## src/rtl/druaga_pkg.sv

```systemverilog
`default_nettype none
// ============================================================================
//  Module      : druaga_pkg
//  Description : Shared constants and types for the Druaga-family ROM
//                download path (region bases, image size, type numbers).
//  Revision    : 1.0 - initial release
// ============================================================================
package druaga_pkg;

  // Base addresses of the DLROM regions inside the download image
  localparam logic [16:0] MCPU_BASE    = 17'h00000;
  localparam logic [16:0] SCPU_BASE    = 17'h10000;
  localparam logic [16:0] WAVE_BASE    = 17'h13500;

  // Image bytes before the trailer; the wave ROM ends at 17'h135FF
  localparam logic [16:0] IMG_SIZE_DEF = 17'h13600;

  // Type number carried by the trailer byte for Super Pacman
  localparam logic [3:0]  TNO_SUPERPAC = 4'd5;

  // Loader FSM states
  typedef enum logic [1:0] {
    ST_IDLE = 2'd0,
    ST_LOAD = 2'd1,
    ST_GAP  = 2'd2,
    ST_DONE = 2'd3
  } state_e;

  // Mod-256 running checksum step
  function automatic logic [7:0] csum_add(input logic [7:0] sum, input logic [7:0] data);
    return sum + data;
  endfunction

endpackage
`default_nettype wire

```

## src/rtl/druaga_rom_loader.sv

```systemverilog
`default_nettype none
// ============================================================================
//  Module      : druaga_rom_loader
//  Description : Write-side master of the ROMCL/ROMAD/ROMDT/ROMEN download
//                bus. Turns a ready/valid byte stream into one ROMEN pulse
//                per image byte, captures the trailing type number and keeps
//                a running checksum plus done/overrun status.
//  Revision    : 1.0 - initial release
// ============================================================================
module druaga_rom_loader
  import druaga_pkg::*;
#(
  parameter logic [16:0] IMG_SIZE = IMG_SIZE_DEF,
  parameter int unsigned GAP_CYC  = 2
) (
  input  logic        ROMCL,
  input  logic        RST_N,
  input  logic        DL_START,
  input  logic        IN_VALID,
  input  logic [7:0]  IN_DATA,
  output logic        IN_READY,
  output logic [16:0] ROMAD,
  output logic [7:0]  ROMDT,
  output logic        ROMEN,
  output logic [3:0]  TNO,
  output logic        BUSY,
  output logic        DONE,
  output logic        OVERRUN,
  output logic [7:0]  CSUM
);

  localparam logic [1:0] S_IDLE = ST_IDLE;
  localparam logic [1:0] S_LOAD = ST_LOAD;
  localparam logic [1:0] S_GAP  = ST_GAP;
  localparam logic [1:0] S_DONE = ST_DONE;

  // The gap counter preloads GAP_CYC-1 because the ROMEN cycle is the first
  // idle cycle of the gap.
  localparam int unsigned   GW       = (GAP_CYC > 1) ? $clog2(GAP_CYC) : 1;
  localparam int unsigned   GAP_LAST = (GAP_CYC > 0) ? GAP_CYC - 1 : 0;
  localparam logic [GW-1:0] GAP_LOAD = GW'(GAP_LAST);

  logic [1:0]    state_q, state_d;
  logic [GW-1:0] gap_q,   gap_d;
  logic [16:0]   addr_q,  addr_d;
  logic [7:0]    csum_q,  csum_d;
  logic [3:0]    tno_q,   tno_d;
  logic          ovr_q,   ovr_d;
  logic          en_q,    en_d;
  logic [16:0]   ad_q,    ad_d;
  logic [7:0]    dt_q,    dt_d;

  logic          w_ready;
  logic          w_accept;
  logic          w_write;
  logic          w_trailer;

  // A restart request masks the handshake so a byte on that edge is never consumed
  assign w_ready   = ((state_q == S_LOAD) || (state_q == S_DONE)) && !DL_START;
  assign w_accept  = IN_VALID && w_ready;
  assign w_write   = w_accept && (state_q == S_LOAD) && (addr_q < IMG_SIZE);
  assign w_trailer = w_accept && (state_q == S_LOAD) && (addr_q == IMG_SIZE);

  // Next-state logic for the FSM and the inter-write gap counter
  always_comb begin
    state_d = state_q;
    gap_d   = gap_q;
    if (DL_START) begin
      state_d = S_LOAD;
    end else begin
      case (state_q)
        S_LOAD: begin
          if (w_write) begin
            if (GAP_CYC != 0) begin
              state_d = S_GAP;
              gap_d   = GAP_LOAD;
            end
          end else if (w_trailer) begin
            state_d = S_DONE;
          end
        end
        S_GAP: begin
          if (gap_q == '0) begin
            state_d = S_LOAD;
          end else begin
            gap_d = gap_q - GW'(1);
          end
        end
        default: ;
      endcase
    end
  end

  // Next-state logic for the address counter, write port, checksum and status
  always_comb begin
    addr_d = addr_q;
    csum_d = csum_q;
    tno_d  = tno_q;
    ovr_d  = ovr_q;
    en_d   = 1'b0;
    ad_d   = ad_q;
    dt_d   = dt_q;
    if (DL_START) begin
      addr_d = '0;
      csum_d = '0;
      ovr_d  = 1'b0;
    end else if (w_write) begin
      en_d   = 1'b1;
      ad_d   = addr_q;
      dt_d   = IN_DATA;
      csum_d = csum_add(csum_q, IN_DATA);
      addr_d = addr_q + 17'd1;
    end else if (w_trailer) begin
      tno_d  = IN_DATA[3:0];
    end else if (w_accept && (state_q == S_DONE)) begin
      ovr_d  = 1'b1;
    end
  end

  // State and datapath registers; reset clears everything at once
  always_ff @(posedge ROMCL or negedge RST_N) begin
    if (!RST_N) begin
      state_q <= S_IDLE;
      gap_q   <= '0;
      addr_q  <= '0;
      csum_q  <= '0;
      tno_q   <= '0;
      ovr_q   <= 1'b0;
      en_q    <= 1'b0;
      ad_q    <= '0;
      dt_q    <= '0;
    end else begin
      state_q <= state_d;
      gap_q   <= gap_d;
      addr_q  <= addr_d;
      csum_q  <= csum_d;
      tno_q   <= tno_d;
      ovr_q   <= ovr_d;
      en_q    <= en_d;
      ad_q    <= ad_d;
      dt_q    <= dt_d;
    end
  end

  assign IN_READY = w_ready;
  assign ROMAD    = ad_q;
  assign ROMDT    = dt_q;
  assign ROMEN    = en_q;
  assign TNO      = tno_q;
  assign BUSY     = (state_q == S_LOAD) || (state_q == S_GAP);
  assign DONE     = (state_q == S_DONE);
  assign OVERRUN  = ovr_q;
  assign CSUM     = csum_q;

endmodule
`default_nettype wire
```

## config.mk

```make
export PLATFORM = sky130hd
export DESIGN_NAME = druaga_rom_loader
export DESIGN_NICKNAME = d
export VERILOG_FILES = /design/src/rtl/druaga_pkg.sv /design/src/rtl/druaga_rom_loader.sv
export SDC_FILE = /design/constraint.sdc
export NUM_CORES = 1
export LEC_CHECK = 0
export CORE_MARGIN = 8
export CORE_UTILIZATION = 35
export DETAILED_ROUTE_END_ITERATION = 10
export SYNTH_ARGS = -nofsm -noshare
export SYNTH_HDL_FRONTEND = slang
export SYNTH_SLANG_ARGS = --single-unit
export TNS_END_PERCENT = 100
```

## constraint.sdc

```tcl
create_clock -name ROMCL -period 2.6 [get_ports ROMCL]
set_input_delay 0.39 -clock ROMCL [delete_from_list [all_inputs] [get_ports ROMCL]]
set_output_delay 0.39 -clock ROMCL [all_outputs]
set_load 0.005 [all_outputs]
```

Yosys cells after proc, flatten, opt, wreduce, memory -nomap -nowiden
Index checks and enable logic that the tools add are counted.
{ "totals": {"regBits": 59, "output_inout_bits": 42, "elab_cells": 60} }
{ "op_classes": {"n_addsub": 3, "n_lt_le_gt_ge": 1, "n_eq_ne": 9, "muxes": 18, "bitwise": 2, "reduce_logical": 18} }
{ "ops": {"columns": ["operator", "n"], "rows": [
  ["$mux 17", 2],
  ["$add 17x1->17 const B", 1],
  ["$eq 17x17->1 const B", 1],
  ["$lt 17x17->1 const B", 1],
  ["$mux 8", 2],
  ["$reduce_and 3->1", 4],
  ["$add 8x8->8", 1],
  ["$mux 1", 8],
  ["$mux 2", 4],
  ["$logic_and 1x1->1", 6],
  ["$ne 2x2->1 const B", 3],
  ["$reduce_bool 2->1", 3],
  ["$eq 2x2->1 const B", 2],
  ["$ne 4x4->1 const B", 1],
  ["$pmux 2 s2", 1],
  ["$ne 3x3->1 const B", 1],
  ["$reduce_bool 3->1", 1],
  ["$eq 2x1->1 const B", 1],
  ["$logic_or 1x1->1", 2],
  ["$not 1->1", 2],
  ["$pmux 1 s2", 1],
  ["$reduce_and 2->1", 1],
  ["$logic_not 1->1", 1],
  ["$sub 1x1->1 const B", 1]
]} }

Depth between registers and ports, before layout
Gate-level depths: netlist (run 1).
{ "logic_depth": {"ltp_word": 10, "mapped_depth": 10, "mapped_depth_nobuf": 9} }

Worst setup path after synthesis (run 1)
OpenSTA, ideal clock, no wires.
{ "synth_path": {"kind": "flip-flop to flip-flop", "start": "reg state_q[1]", "end": "reg tno_q[0] (netlist: TNO[0])", "arrival_time_ns": 1.841, "slack_ns": 0.634, "path_stages_with_launch": 7, "path_buffers": 0, "period_less_slack_ns": 1.966, "cell_sequence": "dfrtp_1 -> inv_1 -> ha_1 -> nand2b_1 -> or4_4 -> nor3_4 -> mux2_2"} }
{ "synth_between": {"elab_chain_cells": 8} }
{ "synth_lines": {"columns": ["item", "line_no", "rtl"], "rows": [
  ["from (decl)", "druaga_rom_loader.sv:43", "logic [1:0] state_q, state_d;"],
  ["from (signal assigned)", "druaga_rom_loader.sv:133", "state_q <= state_d;"],
  ["$eq 2x1->1 or $eq 2x2->1 (tied branches)", "druaga_rom_loader.sv:59, druaga_rom_loader.sv:61, druaga_rom_loader.sv:62", null],
  ["$logic_or 1x1->1", "druaga_rom_loader.sv:59", "assign w_ready = ((state_q == S_LOAD) || (state_q == S_DONE)) && !DL_START;"],
  ["$logic_and 1x1->1", "druaga_rom_loader.sv:59", null],
  ["$logic_and 1x1->1", "druaga_rom_loader.sv:60", "assign w_accept = IN_VALID && w_ready;"],
  ["$logic_and 1x1->1 (*)", "druaga_rom_loader.sv:61, druaga_rom_loader.sv:62", null],
  ["$logic_and 1x1->1", "druaga_rom_loader.sv:61", "assign w_write = w_accept && (state_q == S_LOAD) && (addr_q < IMG_SIZE);"],
  ["$not 1->1 (no line)", null, null],
  ["$reduce_and 3->1 (no line) (*)", null, null],
  ["to (signal assigned)", "druaga_rom_loader.sv:137", "tno_q <= tno_d;"],
  ["to (decl)", "druaga_rom_loader.sv:47", "logic [3:0] tno_q, tno_d;"]
]} }
Mark *: on every way between the ends. The rest lies on a longest branch, timed or not.
A chain may end at the register's enable or synchronous reset.

Final worst setup path (run 1)
Ends and elaborated chain as after synthesis.

==> flow_summary.yaml, run 1 <==
setup_path:
  crit_type: "reg2reg"
  crit_path_start_kind: "flip-flop"
  rr_startpoint: "state_q[1]$_DFFE_PN0P_"
  rr_endpoint: "TNO[0]$_DFFE_PN0P_"
  crit_arrival_ps: 2390
  critPathMaxFanout: 6
  reg2reg_depth: 6
  worst-r2r-setup-slack_ps: 420
  required_ps: 2820
  worstSetupEndpointType: "flip-flop"
cts:
  cts_max_level: 3
  clock_latency_ps: 330
  cts_setup_buffers: 0
  cts_tree: "yes"
  cts.path.max_buffers: 2
  cts_buffers: 9
  cts_hold_buf: 0
  clockRootBuffer: "clkbuf_8"
  cts.sinks: 59
  clk_pin_slew_ps: 70
  cts_resized: 0
grt:
  grt_pass1_vias: 2232
  antenna_found_initial: 0
  grt-ovfl-total: 0
  grtUsageTotal: 0.124
  grt_pass1_wl_um: 11300
  grt_max_degree: 60
cells_and_area:
  layout_common_cells: "85 x nand2_1, 59 x dfrtp_1, 52 x clkdlybuf4s50_1, 24 x nor2_1, 15 x xor2_1"
  synthToLayoutAreaGrowth_pct: 30.1
  fillers: 764
  drive_gt1_frac: 0.0952
  antenna_cells_inserted: 0
  fin_nets: 377
  fin_area_um2: 3660
  layout_commonest_cell: "nand2_1"
placed_design:
  dp_hpwl_um: 4660
  placed_area_um2: 3470
  place_ws_ps: 179
  io_buffers: 53
  finalWeightedCongestion: 0.798
routing:
  drt_first_pass_iters: 4
  dr.first_iter.drc_count: 169
  wirelength_um: 6680
  ant_nets: 0
  vias_per_cell: 4.79
  drc: 0
  drt-wirelength-per-cell_um: 14.6
  vias: 2198
sta:
  tightest_slew_ps: 765
  min_period_ps: 2180
  hold_viol_final: 0
  drv_slew: 0
  period_share: 0.838
  max-slew-margin-rel: 0.490
  setup_slack_ps: 422
  finalSetupViolCount: 0
  setup_tns_ps: 0
  max_freq_mhz: 459
  whs_ps: 217
  final.setup_skew_ps: 6.41
  rsz0062_at_grt: "no"
pwr:
  powerDensity_nw_per_um2: 793
  p_leak_uw: 0.00176
  vdd_drop_max_mv: 0.529
  finalPower_uw: 2910
synthesis:
  synth_cell_types: 41
  syn_area_um2: 2820
  syn-num-nets: 319
  yosysWarnings: 0
  synth_edf_count: 0
  avgSynthCellArea_um2: 9.58
  synthArstFlopShare: 1.00
  syn-instance-count: 294
  ys.flop_type: "dfrtp_1"
  ys_seq_area_frac: 0.524
  ys_ff_latch: 59
floorplan:
  start_util: 0.363
  die_x_um: 106
  core_um2: 7770
  rows: 32
  die_area_um2: 11200
  die_height_um: 106
  ioPinCount: 54
run_status:
  status: "completed"
run:
  cap_violations: 0
worst_hold_path:
  holdCritPathClass: "in2async"
[area by class of cell]
class,count,area (um^2),area share
clock inverter,5,52.6,0.0143
timing repair buffer,60,578,0.158
sequential,59,1480,0.403
clock buffer,11,141,0.0386
inverter,8,30.0,0.00819
tap,102,128,0.0348
multi-input combinational,214,1260,0.343
[synth_stat cells (all sizes together), types with 2 or more instances]
cell	n	share of area
o22ai	2	0.0044
and3	3	0.0067
mux2	4	0.016
nand3	7	0.014
inv	8	0.011
a21oi	7	0.012
nand4	3	0.0067
xnor2	5	0.016
ha	12	0.053
nand2	85	0.11
nand3b	7	0.019
and4	3	0.0093
o21ai	12	0.021
xor2	15	0.047
and2	2	0.0044
a21o	3	0.0080
a31oi	4	0.0089
dfrtp	59	0.52
nor2	25	0.034
clkbuf	8	0.011
buf	5	0.0076
[worst max-delay path by stage]
stage | from | to | slack, ps | cells after the start
floorplan | state_q[1]$_DFFE_PN0P_ | TNO[0]$_DFFE_PN0P_ | 630 | 6
global placement | IN_DATA[1] | CSUM[7]$_DFFE_PN0N_ | 250 | 8
detailed placement | IN_DATA[1] | CSUM[7]$_DFFE_PN0N_ | 180 | 8
CTS | state_q[1]$_DFFE_PN0P_ | TNO[0]$_DFFE_PN0P_ | 420 | 6
global route | state_q[1]$_DFFE_PN0P_ | TNO[0]$_DFFE_PN0P_ | 290 | 6
finish | state_q[1]$_DFFE_PN0P_ | TNO[0]$_DFFE_PN0P_ | 420 | 6
[stage by stage]
stage,std cells,utilization
2_1_floorplan,294,-
3_5_place_dp,443,0.447
3_3_place_gp,443,0.447
6_report,459,0.472
5_1_grt,459,0.472
4_1_cts,459,0.472
[state kept, by name, summed over array words and instances (netlist names)]
| signal | cells |
|---|---|
| CSUM | 8 |
| addr_q | 17 |
| ROMDT | 8 |
| TNO | 4 |
| state_q | 2 |
| ROMEN | 1 |
| OVERRUN | 1 |
| ROMAD | 17 |
| gap_q | 1 |
[routing by layer]
layer | routed length [um] | GRT usage
met1 | 3270 | 0.160
met2 | 2970 | 0.187
met3 | 353 | 0.0499
met4 | 85 | 0.0392
met5 | 0 | 0
[critical path, cell delays in order, from the launching register on]
cell and delay, ps:
dfrtp_1 430, inv_1 80, ha_1 240, nand2b_1 110
or4_4 500, nor3_4 330, mux2_2 380
[logic make-up (layout without fill, tap and decap cells)]
group / after synthesis / after routing / synth area share
simple gates: 144 / 144 / 0.237
flops: 59 / 59 / 0.524
fa+ha+maj: 13 / 13 / 0.0604
compound gates: 32 / 32 / 0.0680
buf+inv: 21 / 84 / 0.0289
mux: 5 / 5 / 0.0195
xor+xnor: 20 / 20 / 0.0622
[report_power, final]
group	internal, uW	total [uW]	switching (uW)
clock	464	825	361
sequential	1070	1180	114
combinational	484	899	415
total	2020	2910	890
No activity file was read; power rests on OpenSTA's default activity.
==> run 2, diff against run 1 <==
- clock period: 2.6 -> 1.9 ns (I/O delays scaled with it)
==> flow_summary.yaml, run 2 (synthesis gave the netlist of run 1 again) <==
run_status:
  status: "completed"
sta:
  setup_slack_ps: 66.1
  max-slew-margin-rel: 0.647
  setup_tns_ps: 0
  drv_slew: 0
  tightest_slew_ps: 530
  hold_viol_final: 0
  final.setup_skew_ps: 9.60
  min_period_ps: 1830
  period_share: 0.965
  finalSetupViolCount: 0
  rsz0062_at_grt: "yes"
  max_freq_mhz: 545
pwr:
  vdd_drop_max_mv: 0.572
  p_leak_uw: 0.00194
  powerDensity_nw_per_um2: 1090
grt:
  grt_max_degree: 39
  antenna_found_initial: 0
  grt_pass1_wl_um: 12300
  grtUsageTotal: 0.135
  grt_pass1_vias: 2564
  grt-ovfl-total: 0
routing:
  dr.first_iter.drc_count: 71
  vias: 2327
  ant_nets: 0
  drt-wirelength-per-cell_um: 14.3
  wirelength_um: 6980
  drc: 0
  vias_per_cell: 4.77
  drt_first_pass_iters: 6
cts:
  clk_pin_slew_ps: 70
  cts_max_level: 3
  cts.path.max_buffers: 2
  cts_buffers: 9
  clockRootBuffer: "clkbuf_8"
  clock_latency_ps: 340
  cts.sinks: 59
  cts_tree: "yes"
setup_path:
  crit_slowest_cell: "or4_4"
  crit_type: "reg2reg"
  critPathMaxFanout: 3
  crit_arrival_ps: 2050
  worstSetupEndpointType: "flip-flop"
  rr_startpoint: "state_q[1]$_DFFE_PN0P_"
  reg2reg_depth: 7
  crit_chain: "inv_2 -> ha_4 -> nand2b_4 -> or4_4 -> nor3_4 -> buf_6 -> mux2_2"
  slowest_delay_ps: 420
  worst-r2r-setup-slack_ps: 70
  crit_path_start_kind: "flip-flop"
  rr_endpoint: "TNO[3]$_DFFE_PN0P_"
  required_ps: 2120
placed_design:
  dp_hpwl_um: 4980
  dp_cells: 469
  placed_area_um2: 3690
  io_buffers: 53
  place_ws_ps: -366
  finalWeightedCongestion: 0.797
cells_and_area:
  fin_area_um2: 3990
  synthToLayoutAreaGrowth_pct: 41.7
  layout_commonest_cell: "nand2_1"
  drive_gt1_frac: 0.192
  layout_common_cells: "85 x nand2_1, 59 x dfrtp_1, 49 x clkdlybuf4s50_1, 32 x buf_4, 23 x nor2_1"
  fin_nets: 406
  finalNonFillerCells: 488
  postLayoutCoreUtil: 0.514
  antenna_cells_inserted: 0
floorplan:
  die_area_um2: 11200
  core_um2: 7770
  rows: 32
  die_x_um: 106
  die_height_um: 106
  ioPinCount: 54
  start_util: 0.363
worst_hold_path:
  holdCritPathClass: "in2async"
run:
  cap_violations: 0
## run 2: how the worst max path moves through the flow
stage / cells past startpoint / endpoint / startpoint
4_1_cts: 7 / TNO[3]$_DFFE_PN0P_ / state_q[1]$_DFFE_PN0P_
2_1_floorplan: 6 / TNO[0]$_DFFE_PN0P_ / state_q[1]$_DFFE_PN0P_
5_1_grt: 7 / TNO[2]$_DFFE_PN0P_ / state_q[1]$_DFFE_PN0P_
6_report: 7 / TNO[3]$_DFFE_PN0P_ / state_q[1]$_DFFE_PN0P_
3_3_place_gp: 8 / CSUM[6]$_DFFE_PN0N_ / IN_DATA[0]
3_5_place_dp: 8 / CSUM[6]$_DFFE_PN0N_ / IN_DATA[0]
## run 2: stage by stage
| stage | total power (uW) | hold WS [ps] |
|---|---|---|
| floorplan | 2240 | -10.6 |
| global placement | 3040 | 299 |
| detailed placement | 3060 | 301 |
| CTS | 4380 | 466 |
| global route | 4640 | 499 |
| finish | 4350 | 458 |
## run 2: where the power goes
part | total, uW | switching (uW) | internal, uW
combinational | 1460 | 656 | 803
clock | 1300 | 523 | 774
sequential | 1600 | 133 | 1460
total | 4350 | 1310 | 3040
## run 2: layout make-up
cell class	instances	area, um^2
Clock buffer	10	138
Timing Repair Buffer	89	815
Clock inverter	6	88.8
Fill cell	743	3780
Inverter	8	30.0
Tap cell	102	128
Sequential cell	59	1480
Multi-Input combinational cell	214	1320
## run 2: layer usage
metal	up-vias	GRT usage	part of all wire
li1	1154	-	-
met1	1126	0.156	0.45
met2	40	0.227	0.49
met3	7	0.0365	0.043
met4	0	0.0633	0.015
met5	-	0	0
## run 2: critical path: cells and delay by family (launching register included)
kind / cells / cell delay, ps
fa+ha+maj: 1 / 140
flops: 1 / 400
simple gates: 3 / 640
buf+inv: 2 / 210
mux: 1 / 320
## run 2: repair_timing
item	CTS	global route
pin swaps	2	3
hold buffers	1	0
hold endpoints to repair	21	0
setup buffers	2	0
endpoints found under the setup margin	11	21
gates resized for setup	8	10
==> run 3, diff against run 2 <==
- CORE_MARGIN: 8 -> not set
- REMOVE_ABC_BUFFERS: not set -> 1
==> flow_summary.yaml, run 3 (synthesis gave the netlist of run 1 again) <==
run_status:
  status: "completed"
cells_and_area:
  fillers: 743
  drive_gt1_frac: 0.180
  postLayoutCoreUtil: 0.512
  antenna_cells_inserted: 0
  layout_commonest_cell: "nand2_1"
  layout_common_cells: "85 x nand2_1, 59 x dfrtp_1, 48 x clkdlybuf4s50_1, 31 x buf_4, 24 x nor2_1"
  fin_area_um2: 3980
  synthToLayoutAreaGrowth_pct: 41.3
  fin_nets: 408
  finalNonFillerCells: 490
floorplan:
  die_area_um2: 8410
  die_x_um: 91.7
  rows: 32
  ioPinCount: 54
  die_height_um: 91.7
  start_util: 0.363
  core_um2: 7770
cts:
  clk_pin_slew_ps: 60
  clock_latency_ps: 340
  cts_buffers: 9
  cts_tree: "yes"
  clockRootBuffer: "clkbuf_8"
  cts.sinks: 59
  cts_max_level: 3
  cts.path.max_buffers: 2
grt:
  grt_pass1_vias: 2324
  grt_max_degree: 60
  grtUsageTotal: 0.170
  grt-ovfl-total: 0
  grt_pass1_wl_um: 11200
  antenna_found_initial: 0
sta:
  period_share: 0.998
  max_freq_mhz: 527
  whs_ps: 465
  drv_slew: 0
  final.setup_skew_ps: 4.81
  rsz0062_at_grt: "yes"
  setup_tns_ps: 0
  finalSetupViolCount: 0
  max-slew-margin-rel: 0.779
  tightest_slew_ps: 331
  hold_viol_final: 0
  min_period_ps: 1900
pwr:
  switching_share: 0.306
  p_sw_uw: 1250
  power_frac_clock: 0.251
  internal_power_uw: 2830
  vdd_drop_max_mv: 0.517
  powerDensity_nw_per_um2: 1030
  power_frac_comb: 0.359
  power_frac_seq: 0.390
  p_leak_uw: 0.00194
setup_path:
  reg2reg_depth: 7
  rr_startpoint: "state_q[1]$_DFFE_PN0P_"
  slowest_delay_ps: 430
  critPathMaxFanout: 5
  required_ps: 2130
  crit_buf_inv: 2
  cp_top_family: "simple AND/OR/NAND/NOR gates"
  worstSetupEndpointType: "flip-flop"
  crit_arrival_ps: 2120
  crit_path_start_kind: "flip-flop"
  crit_slowest_cell: "or4_4"
  cp_num_cells: 7
  crit_type: "reg2reg"
  worstSetupStartpoint: "state_q[1]$_DFFE_PN0P_"
  crit_chain: "inv_1 -> ha_2 -> nand2b_1 -> or4_4 -> nor3_4 -> buf_12 -> mux2_4"
run:
  cap_violations: 0
routing:
  drt_first_pass_iters: 4
  vias_per_cell: 4.72
  ant_nets: 0
  wirelength_um: 6510
  drc: 0
  drt-wirelength-per-cell_um: 13.3
  dr.first_iter.drc_count: 145
  vias: 2313
placed_design:
  io_buffers: 53
  dp_hpwl_um: 4330
  finalWeightedCongestion: 0.844
  placed_area_um2: 3670
  dp_cells: 468
worst_hold_path:
  holdCritPathClass: "in2async"
[run 3: final timing paths]
kind / slack, ps / to
worst min register to register: 470 / ROMAD[8]$_DFFE_PN0P_
max in group asynchronous: 1140 / ROMAD[9]$_DFFE_PN0P_
worst max-delay path: 4 / TNO[2]$_DFFE_PN0P_
worst max register to register: 4 / TNO[2]$_DFFE_PN0P_
worst min-delay path: 460 / ROMEN$_DFF_PN0_
min in group ROMCL: 470 / ROMAD[8]$_DFFE_PN0P_
[run 3: final cells by class]
| class | instances | area [um^2] | share of cell area |
|---|---|---|---|
| clock buffer | 14 | 163 | 0.0409 |
| inverter | 8 | 30.0 | 0.00754 |
| multi-input combinational | 214 | 1320 | 0.331 |
| tap | 102 | 128 | 0.0321 |
| clock inverter | 2 | 10.0 | 0.00251 |
| sequential | 59 | 1480 | 0.371 |
| timing repair buffer | 91 | 856 | 0.215 |
[run 3: metrics by stage]
stage	worst slack [ps]	power, uW
after floorplan	-710	2200
after global placement	-343	3000
after detailed placement	-365	3020
after CTS	-5.25	4060
after global routing	-58.7	4360
final	4.23	4080
[run 3: power groups by stage]
stage	sequential [uW]	clock [uW]	combinational, uW
after floorplan	1630	0	567
after global placement	1610	0	1390
after detailed placement	1610	0	1400
after CTS	1600	1050	1420
after global routing	1620	1100	1630
final	1590	1020	1470
[run 3: routing by layer]
metal | routed length [um] | vias to the layer above | GRT usage
met5 | 0 | - | 0
met4 | 74 | 0 | 0.0469
met3 | 294 | 9 | 0.0531
met2 | 3130 | 48 | 0.286
met1 | 3020 | 1102 | 0.210
li1 | - | 1154 | -
[run 3: what timing repair did]
item                                   in CTS  in global routing
setup endpoints to repair                  18                 26
pin swaps                                   1                  8
endpoints found under the hold margin      59                  0
setup buffers                               1                  4
hold buffers                                1                  0
resized for setup                          12                 14
[run 3: worst reg2reg max path, stage by stage, from the launching register on]
cell      delay [ps]
dfrtp_1          380
inv_1             60
ha_2             180
nand2b_1          80
or4_4            430
nor3_4           210
buf_12           150
mux2_4           300
